`config.mk`:
```
export PLATFORM = sky130hd
export DESIGN_NAME = mem_wb_stage
export DESIGN_NICKNAME = d
export VERILOG_FILES = /design/src/rtl/cpu_pkg.sv /design/src/rtl/mem_wb_reg.sv /design/src/rtl/mem_wb_stage.sv
export SDC_FILE = /design/constraint.sdc
export NUM_CORES = 1
export LEC_CHECK = 0
export BUFFER_PORTS_ARGS = -buffer_cell sky130_fd_sc_hd__buf_2
export CORE_MARGIN = 3
export CORE_UTILIZATION = 35
export CTS_CLUSTER_DIAMETER = 150
export DETAILED_ROUTE_END_ITERATION = 8
export PLACE_DENSITY_LB_ADDON = 0.1
export SLEW_MARGIN = 15
export SYNTH_ARGS = -nofsm -noshare
export SYNTH_HDL_FRONTEND = slang
export SYNTH_SLANG_ARGS = --single-unit
export TNS_END_PERCENT = 100
```
`constraint.sdc`:
```
create_clock -name clk -period 2.3 [get_ports clk]
set_input_delay 0.46 -clock clk [delete_from_list [all_inputs] [get_ports clk]]
set_output_delay 0.46 -clock clk [all_outputs]
set_load 0.005 [all_outputs]
```
`src/rtl/cpu_pkg.sv`:
```
// ----------------------------------------------------------------------------
// cpu_pkg
// Shared definitions for the MEM stage and its MEM/WB pipeline register.
//   - mem_state_e : MEM stage access FSM states
//   - MEM_READ_BIT / MEM_WRITE_BIT : bit positions inside the 2-bit M control
//   - DATA_W_DEF / REG_ADDR_W_DEF  : default datapath / register-index widths
// ----------------------------------------------------------------------------
package cpu_pkg;

    localparam int DATA_W_DEF     = 32;
    localparam int REG_ADDR_W_DEF = 5;

    localparam int MEM_READ_BIT  = 1;
    localparam int MEM_WRITE_BIT = 0;

    typedef enum logic [1:0] {
        IDLE   = 2'd0,
        ACCESS = 2'd1,
        DONE   = 2'd2
    } mem_state_e;

endpackage

```
`src/rtl/mem_wb_reg.sv`:
```
// ----------------------------------------------------------------------------
// mem_wb_reg
// MEM/WB pipeline register. Loads the writeback triple every cycle, or a
// bubble (all zero) while the MEM stage is stalled so that a held EX/MEM
// instruction is never written back twice.
// Ports:
//   i_clk, i_rst_n   : clock, asynchronous active-low reset
//   i_bubble         : 1 = load a bubble instead of the data inputs
//   i_result         : writeback value
//   i_rd_addr        : destination register
//   i_reg_write      : writeback enable
//   o_result, o_rd_addr, o_reg_write : registered outputs toward WB
// ----------------------------------------------------------------------------
module mem_wb_reg #(
    parameter int DATA_W     = 32,
    parameter int REG_ADDR_W = 5
) (
    input  logic                  i_clk,
    input  logic                  i_rst_n,
    input  logic                  i_bubble,
    input  logic [DATA_W-1:0]     i_result,
    input  logic [REG_ADDR_W-1:0] i_rd_addr,
    input  logic                  i_reg_write,
    output logic [DATA_W-1:0]     o_result,
    output logic [REG_ADDR_W-1:0] o_rd_addr,
    output logic                  o_reg_write
);

    logic [DATA_W-1:0]     r_result;
    logic [REG_ADDR_W-1:0] r_rd_addr;
    logic                  r_reg_write;

    always_ff @(posedge i_clk or negedge i_rst_n) begin
        if (!i_rst_n) begin
            r_result    <= '0;
            r_rd_addr   <= '0;
            r_reg_write <= 1'b0;
        end else if (i_bubble) begin
            r_result    <= '0;
            r_rd_addr   <= '0;
            r_reg_write <= 1'b0;
        end else begin
            r_result    <= i_result;
            r_rd_addr   <= i_rd_addr;
            r_reg_write <= i_reg_write;
        end
    end

    assign o_result    = r_result;
    assign o_rd_addr   = r_rd_addr;
    assign o_reg_write = r_reg_write;

endmodule

```
`src/rtl/mem_wb_stage.sv`:
```
// ----------------------------------------------------------------------------
// mem_wb_stage
// MEM stage plus MEM/WB register. Non-memory ops pass straight into MEM/WB
// with one cycle latency. Loads/stores go through a registered req/ready
// data-memory port; the stage stalls upstream until the access completes or
// times out, then writes back once in the DONE cycle.
// Ports:
//   clk, rst_n                 : clock, asynchronous active-low reset
//   ex_mem_alu_result          : ALU result / memory address
//   ex_mem_store_data          : store data
//   ex_mem_rd_addr, ex_mem_wb  : destination register and RegWrite
//   ex_mem_m                   : [1]=MemRead, [0]=MemWrite (2'b11 is illegal)
//   dmem_req/we/addr/wdata     : registered memory request
//   dmem_rdata, dmem_ready     : memory response
//   mem_stall                  : combinational upstream hold
//   mem_wb_result/rd_addr/reg_write : writeback toward WB
//   bus_error                  : sticky, access timed out
//   illegal_op                 : sticky, M control was 2'b11
// ----------------------------------------------------------------------------
module mem_wb_stage
    import cpu_pkg::*;
#(
    parameter int DATA_W     = DATA_W_DEF,
    parameter int REG_ADDR_W = REG_ADDR_W_DEF,
    parameter int TIMEOUT    = 16
) (
    input  logic                  clk,
    input  logic                  rst_n,
    input  logic [DATA_W-1:0]     ex_mem_alu_result,
    input  logic [DATA_W-1:0]     ex_mem_store_data,
    input  logic [REG_ADDR_W-1:0] ex_mem_rd_addr,
    input  logic [1:0]            ex_mem_m,
    input  logic                  ex_mem_wb,
    output logic                  dmem_req,
    output logic                  dmem_we,
    output logic [DATA_W-1:0]     dmem_addr,
    output logic [DATA_W-1:0]     dmem_wdata,
    input  logic [DATA_W-1:0]     dmem_rdata,
    input  logic                  dmem_ready,
    output logic                  mem_stall,
    output logic [DATA_W-1:0]     mem_wb_result,
    output logic [REG_ADDR_W-1:0] mem_wb_rd_addr,
    output logic                  mem_wb_reg_write,
    output logic                  bus_error,
    output logic                  illegal_op
);

    localparam int              CNT_W    = (TIMEOUT > 1) ? $clog2(TIMEOUT) : 1;
    localparam logic [CNT_W-1:0] CNT_LAST = CNT_W'(TIMEOUT - 1);

    mem_state_e          r_state;
    logic [CNT_W-1:0]    r_cnt;
    logic                r_req;
    logic                r_we;
    logic [DATA_W-1:0]   r_addr;
    logic [DATA_W-1:0]   r_wdata;
    logic [DATA_W-1:0]   r_rdata;
    logic                r_is_load;
    logic                r_aborted;
    logic                r_bus_error;
    logic                r_illegal;

    logic                w_mem_op;
    logic                w_stall;
    logic [DATA_W-1:0]   w_result;
    logic                w_reg_write;

    assign w_mem_op = |ex_mem_m;

    always_comb begin
        w_stall = 1'b0;
        if (r_state == ACCESS)
            w_stall = 1'b1;
        else if (r_state == IDLE && w_mem_op)
            w_stall = 1'b1;
    end

    // Writeback selection is only consumed when not stalled, i.e. in DONE
    // (memory op finishing) or IDLE with a non-memory op.
    always_comb begin
        w_result    = ex_mem_alu_result;
        w_reg_write = ex_mem_wb;
        if (r_state == DONE) begin
            if (r_is_load)
                w_result = r_rdata;
            if (r_aborted)
                w_reg_write = 1'b0;
        end
    end

    always_ff @(posedge clk or negedge rst_n) begin
        if (!rst_n) begin
            r_state     <= IDLE;
            r_cnt       <= '0;
            r_req       <= 1'b0;
            r_we        <= 1'b0;
            r_addr      <= '0;
            r_wdata     <= '0;
            r_rdata     <= '0;
            r_is_load   <= 1'b0;
            r_aborted   <= 1'b0;
            r_bus_error <= 1'b0;
            r_illegal   <= 1'b0;
        end else begin
            case (r_state)
                IDLE: begin
                    if (w_mem_op) begin
                        r_req     <= 1'b1;
                        // 2'b11 behaves as a load, so the write is suppressed
                        r_we      <= ex_mem_m[MEM_WRITE_BIT] & ~ex_mem_m[MEM_READ_BIT];
                        r_is_load <= ex_mem_m[MEM_READ_BIT];
                        r_addr    <= ex_mem_alu_result;
                        r_wdata   <= ex_mem_store_data;
                        r_cnt     <= '0;
                        r_aborted <= 1'b0;
                        if (&ex_mem_m)
                            r_illegal <= 1'b1;
                        r_state   <= ACCESS;
                    end
                end
                ACCESS: begin
                    if (dmem_ready) begin
                        r_rdata <= dmem_rdata;
                        r_req   <= 1'b0;
                        r_state <= DONE;
                    end else if (r_cnt == CNT_LAST) begin
                        r_req       <= 1'b0;
                        r_bus_error <= 1'b1;
                        r_aborted   <= 1'b1;
                        r_state     <= DONE;
                    end else begin
                        r_cnt <= r_cnt + 1'b1;
                    end
                end
                DONE: begin
                    r_state <= IDLE;
                end
                default: begin
                    r_state <= IDLE;
                end
            endcase
        end
    end

    mem_wb_reg #(
        .DATA_W     (DATA_W),
        .REG_ADDR_W (REG_ADDR_W)
    ) u_mem_wb_reg (
        .i_clk       (clk),
        .i_rst_n     (rst_n),
        .i_bubble    (w_stall),
        .i_result    (w_result),
        .i_rd_addr   (ex_mem_rd_addr),
        .i_reg_write (w_reg_write),
        .o_result    (mem_wb_result),
        .o_rd_addr   (mem_wb_rd_addr),
        .o_reg_write (mem_wb_reg_write)
    );

    assign mem_stall  = w_stall;
    assign dmem_req   = r_req;
    assign dmem_we    = r_we;
    assign dmem_addr  = r_addr;
    assign dmem_wdata = r_wdata;
    assign bus_error  = r_bus_error;
    assign illegal_op = r_illegal;

endmodule
```
==> qor.csv, run 1 <==
metric,value,unit
hp-class,primary input to flop,
cts_root_buf,clkbuf_16,
wl_met3,734,um
path_max_fanout,3,
clk_pin_slew,0.06,ns
io-pin-count,214,
wl_met2,6.84,mm
holdWs,0.261,ns
hold_viol,0,
dr.pass1.iters,4,
reg2reg_slack,0.56,ns
met1_length,5.54,mm
post-route-period-util,89.5,%
fin_util,49.1,%
ctsResizeCount,0,
grt_pass1_wl,21.4,mm
tightest_slew,0.510,ns
ant_nets,0,
cp.arrival,1.60,ns
final.setup.tns,0,ns
finalClockSkew,0.00643,ns
synth.distinct_cells,36,
final_common_cell,buf_2,
synth_cells,410,
layout_min_cycle_time,2.06,ns
p_leak,3.77,nW
crit_path_top_delay_cell,or3_1,
cp.required,1.84,ns
timing.fmax,0.486,GHz
syn_area,5640,um^2
grt_max_degree,51,
dieArea,17700,um^2
max_cap_violations,0,
drc,0,
synth_edf_count,0,
die_w,133,um
synth_top_flop_cell,dfrtp_1,
cts_num_sinks,146,
max_stage_delay,0.42,ns
crit_path_end_kind,output pin,
critPathLaunchType,flop,
ys_warn_count,0,
vias_per_cell,4.60,
gp_congestion,0.733,
clk_latency,0.41,ns
setup_viol,0,
rsz0062_at_grt,false,
synth-seq-cells,146,
drive_gt1_share,54.9,%
hpwlAfterDp,9.75,mm
routed_wl,13.3,mm
slew_headroom,66.0,%
peakVddDrop,0.000643,V
syn_to_final_growth,34.9,%
critical_path_class,flop to output pin,
antenna_found_initial,2,
core-area,15500,um^2
ys_seq_area_share,64.8,%
most-common-layout-cells,"buf_2 (212), dfrtp_1 (146), mux2_2 (92), nand2_1 (67), a21oi_1 (36)",
n_fill_cell,1447,
vias,3932,
cts_tree,built,
start_util,36.4,%
nNetsFinal,739,
grt_util_all_layers,15.5,%
die_h,133,um
syn_avg_cell_area,13.8,um^2
row_count,45,
top_layer,met5,
worstPathCellList,or3_1 > and2_2 > buf_2,
synth_fp_nets,518,
numCtsBuffers,17,
async_flop_share,100,%
overflow,0,
fin_total_pwr,10.2,mW
slew_viol_final,0,
power.density,1340,nW/um^2
outcome,"complete, no violations",
drt-initial-drc-count,110,
routedWlPerCell,15.6,um
port_buffers,213,
htree_levels,4,
cts_buffer_depth,2,
grt_pass1_vias,4149,
-- power by group --
group,switching [mW],internal [mW],leakage [nW]
sequential,0.495,3.66,1.78
clock,1.01,1.87,0.300
combinational,1.38,1.76,1.69
total,2.89,7.28,3.77
-- layer usage --
| layer | up-vias | GRT usage [%] |
|---|---|---|
| li1 | 1856 | - |
| met1 | 1941 | 18.7 |
| met4 | 2 | 5.72 |
| met5 | - | 0 |
| met3 | 19 | 4.68 |
| met2 | 114 | 26.2 |
-- worst paths after layout --
kind,start,to,cells past startpoint
max,r_state[0],mem_stall,3
min,ex_mem_store_data[26],dmem_wdata[26],2
max reg2reg,r_state[1],r_rdata[6],2
min reg2reg,bus_error,bus_error,1
max in group asynchronous,rst_n,dmem_wdata[21],3
min in group asynchronous,rst_n,dmem_wdata[29],2
-- area by class of cell --
class | count | area [um^2] | area share (%)
flip-flops and latches | 146 | 3650 | 48.0
multi-input cells | 238 | 1840 | 24.2
repair buffers | 225 | 1210 | 16.0
clock buffers | 22 | 464 | 6.10
well taps | 211 | 264 | 3.47
clock inverters | 9 | 155 | 2.04
inverters | 3 | 11.3 | 0.148
diodes | 1 | 2.50 | 0.0329
-- cell families after synthesis --
family                   after synthesis  synth area share [%]
flip-flops                           146                  64.8
multiplexers                          97                  19.3
AND/OR/NAND/NOR                       93                  7.96
AO/OA/AOI/OAI                         47                  4.92
buffers and inverters                 26                  2.77
adder cells (fa/ha/maj)                1                 0.222
-- cell usage after synthesis (2+ instances only) --
library cell  number  area, um^2
a31oi_1            2        12.5
buf_2             11        55.1
or3_1              2        12.5
nand3b_1           2        15.0
nor2_1             3        11.3
nor2b_1            6        37.5
inv_1              3        11.3
nand2_1           67         251
a21o_1             2        15.0
dfrtp_1          146        3650
mux2_1             4        45.0
mux2_2            92        1040
o21ai_1            2        10.0
buf_6              5        56.3
buf_4              2        15.0
nand3_1            2        10.0
clkbuf_1           5        18.8
a21oi_1           36         180
-- metrics by stage --
stage | area (um^2) | worst slack, ns | std cells
after global routing | 7610 | 0.166 | 855
after floorplan | 5640 | 0.662 | 410
after global placement | 6980 | 0.451 | 822
after CTS | 7610 | 0.211 | 854
final | 7610 | 0.241 | 855
after detailed placement | 6980 | 0.446 | 822
-- flip-flops by register name, summed over array words and instances (netlist names) --
signal	flops
illegal_op	1
r_rdata	32
r_aborted	1
dmem_req	1
dmem_wdata	32
u_mem_wb_reg.o_result	32
u_mem_wb_reg.o_reg_write	1
bus_error	1
r_is_load	1
dmem_we	1
dmem_addr	32
r_cnt	4
u_mem_wb_reg.o_rd_addr	5
r_state	2
-- critical path: cells and delay by family, from the launching register on --
kind / cells / cell delay [ns]
buffers and inverters: 1 / 0.16
flip-flops: 1 / 0.38
AND/OR/NAND/NOR: 2 / 0.65
-- timing repair --
item | in CTS | in global routing
endpoints found under the setup margin | 0 | 0
hold buffers | 1 | 0
buffers inserted | 0 | 0
hold endpoints to repair | 41 | 0
(Power assumes the default switching activity.)
==> run 2, diff against run 1 <==
CELL_PAD_IN_SITES_DETAIL_PLACEMENT = 1   (was default)
CELL_PAD_IN_SITES_GLOBAL_PLACEMENT = 2   (was default)
CORE_UTILIZATION = 34   (was 35)
HOLD_SLACK_MARGIN = 0.12   (was default)
==> run 2 against run 1 <==
Via count rose by 1.4%; non-clock buffer count did not move; final cell count rose by 0.47%; power rose by 2.4%; largest power group unchanged.
==> qor.csv, run 2 (same netlist as run 1, synthesis figures left out) <==
metric,value,unit
gp_congestion,0.748,
cp.required,1.84,ns
rsz0062_at_grt,false,
htree_levels,4,
reg2reg_slack,0.47,ns
routedWlPerCell,17.7,um
min_delay_path_depth,2,
final_common_cell,buf_2,
design_area,7640,um^2
stdcell_count,859,
tightest_slew,0.561,ns
worstPathCellList,inv_1 > and2_2 > buf_2,
overflow,0,
vias_per_cell,4.64,
timing.fmax,0.480,GHz
hold_viol,0,
grt_pass1_wl,24.3,mm
dr.pass1.iters,4,
crit_path_top_delay_cell,dfrtp_1,
crit_path_end_kind,output pin,
hpwlAfterDp,11.0,mm
routed_wl,15.2,mm
most-common-layout-cells,"buf_2 (212), dfrtp_1 (146), mux2_2 (92), nand2_1 (67), a21oi_1 (36)",
path_max_fanout,11,
die_w,135,um
fin_util,47.6,%
clk_pin_slew,0.06,ns
port_buffers,213,
cts_num_sinks,146,
rr_worst_depth,2,
max_cap_violations,0,
grt_max_degree,44,
dp.cells,827,
ctsResizeCount,0,
ant_nets,0,
vias,3987,
grt_pass1_vias,4357,
max_stage_delay,0.67,ns
critPathLaunchType,flop,
start_util,35.1,%
die_h,135,um
drive_gt1_share,55.1,%
io-pin-count,214,
peakVddDrop,0.000584,V
cts_root_buf,clkbuf_16,
insertedDiodeCount,0,
reg2reg_from,r_state[1],
hold_start,ex_mem_store_data[26],
placed_area,6980,um^2
layout_min_cycle_time,2.08,ns
setup_viol,0,
cts_buffer_depth,2,
r2r_end,r_rdata[5],
p_leak,3.78,nW
cts_tree,built,
final.setup.tns,0,ns
drt-initial-drc-count,137,
core-area,16100,um^2
dieArea,18200,um^2
slew_headroom,62.6,%
outcome,"complete, no violations",
slew_viol_final,0,
nNetsFinal,739,
critical_path_class,flop to output pin,
finalClockSkew,0.00835,ns
antenna_found_initial,0,
hp-class,primary input to flop,
clk_latency,0.41,ns
row_count,46,
syn_to_final_growth,35.5,%
numCtsBuffers,17,
power.density,1360,nW/um^2
hold_end,dmem_wdata[26],
cp.arrival,1.62,ns
post-route-period-util,90.5,%
grt_util_all_layers,17.4,%
drc,0,
==> run 2: cell types whose count changed in the layout (fill, tap and decap cells not counted), sizes merged <==
cell,change
clkinv,-2
bufinv,+1
inv,+1
diode,-1
==> run 2: worst max path at each step <==
stage	from	to	slack [ns]	cells after the start
6_report	r_state[1]	mem_stall	0.22	3
5_1_grt	r_state[1]	mem_stall	0.11	3
3_3_place_gp	ex_mem_m[1]	mem_stall	0.43	4
3_5_place_dp	ex_mem_m[1]	mem_stall	0.44	4
4_1_cts	r_state[1]	mem_stall	0.20	3
2_1_floorplan	ex_mem_m[1]	mem_stall	0.66	3
==> run 2: metrics by stage <==
stage / power [mW] / worst slack [ns] / hold WS [ns]
2_1_floorplan: 6.05 / 0.662 / 0.164
3_3_place_gp: 7.36 / 0.430 / 0.376
3_5_place_dp: 7.53 / 0.436 / 0.377
4_1_cts: 10.6 / 0.196 / 0.239
5_1_grt: 11.1 / 0.114 / 0.256
6_report: 10.4 / 0.217 / 0.263
==> run 2: per-layer routing <==
| layer | global-route usage [%] | vias up | wire [um] |
|---|---|---|---|
| li1 | - | 1854 | - |
| met1 | 21.9 | 2003 | 6510 |
| met2 | 29.0 | 118 | 7630 |
| met3 | 4.73 | 12 | 838 |
| met4 | 5.83 | 0 | 184 |
| met5 | 0 | - | 0 |
==> run 2: power breakdown <==
part           internal, mW  switching (mW)  total, mW
registers              3.66           0.513       4.18
clock network          2.01            1.03       3.03
logic                  1.76            1.45       3.20
total                  7.42            2.99       10.4
==> run 2: layout make-up <==
class | instances | area (um^2)
repair buffers | 225 | 1210
multi-input cells | 238 | 1840
well taps | 216 | 270
flip-flops and latches | 146 | 3650
clock buffers | 22 | 474
inverters | 3 | 11.3
fillers | 1723 | 8410
clock inverters | 9 | 176
==> run 2: worst max-delay path: cells and delay by family (launching register included) <==
kind	cells	cell delay, ns
simple gates	1	0.24
flops	1	0.67
buf+inv	2	0.29
==> run 2: timing repair <==
item / 4_1_cts / 5_1_grt
hold buffers: 1 / 0
buffers inserted: 0 / 0
endpoints found under the hold margin: 31 / 0
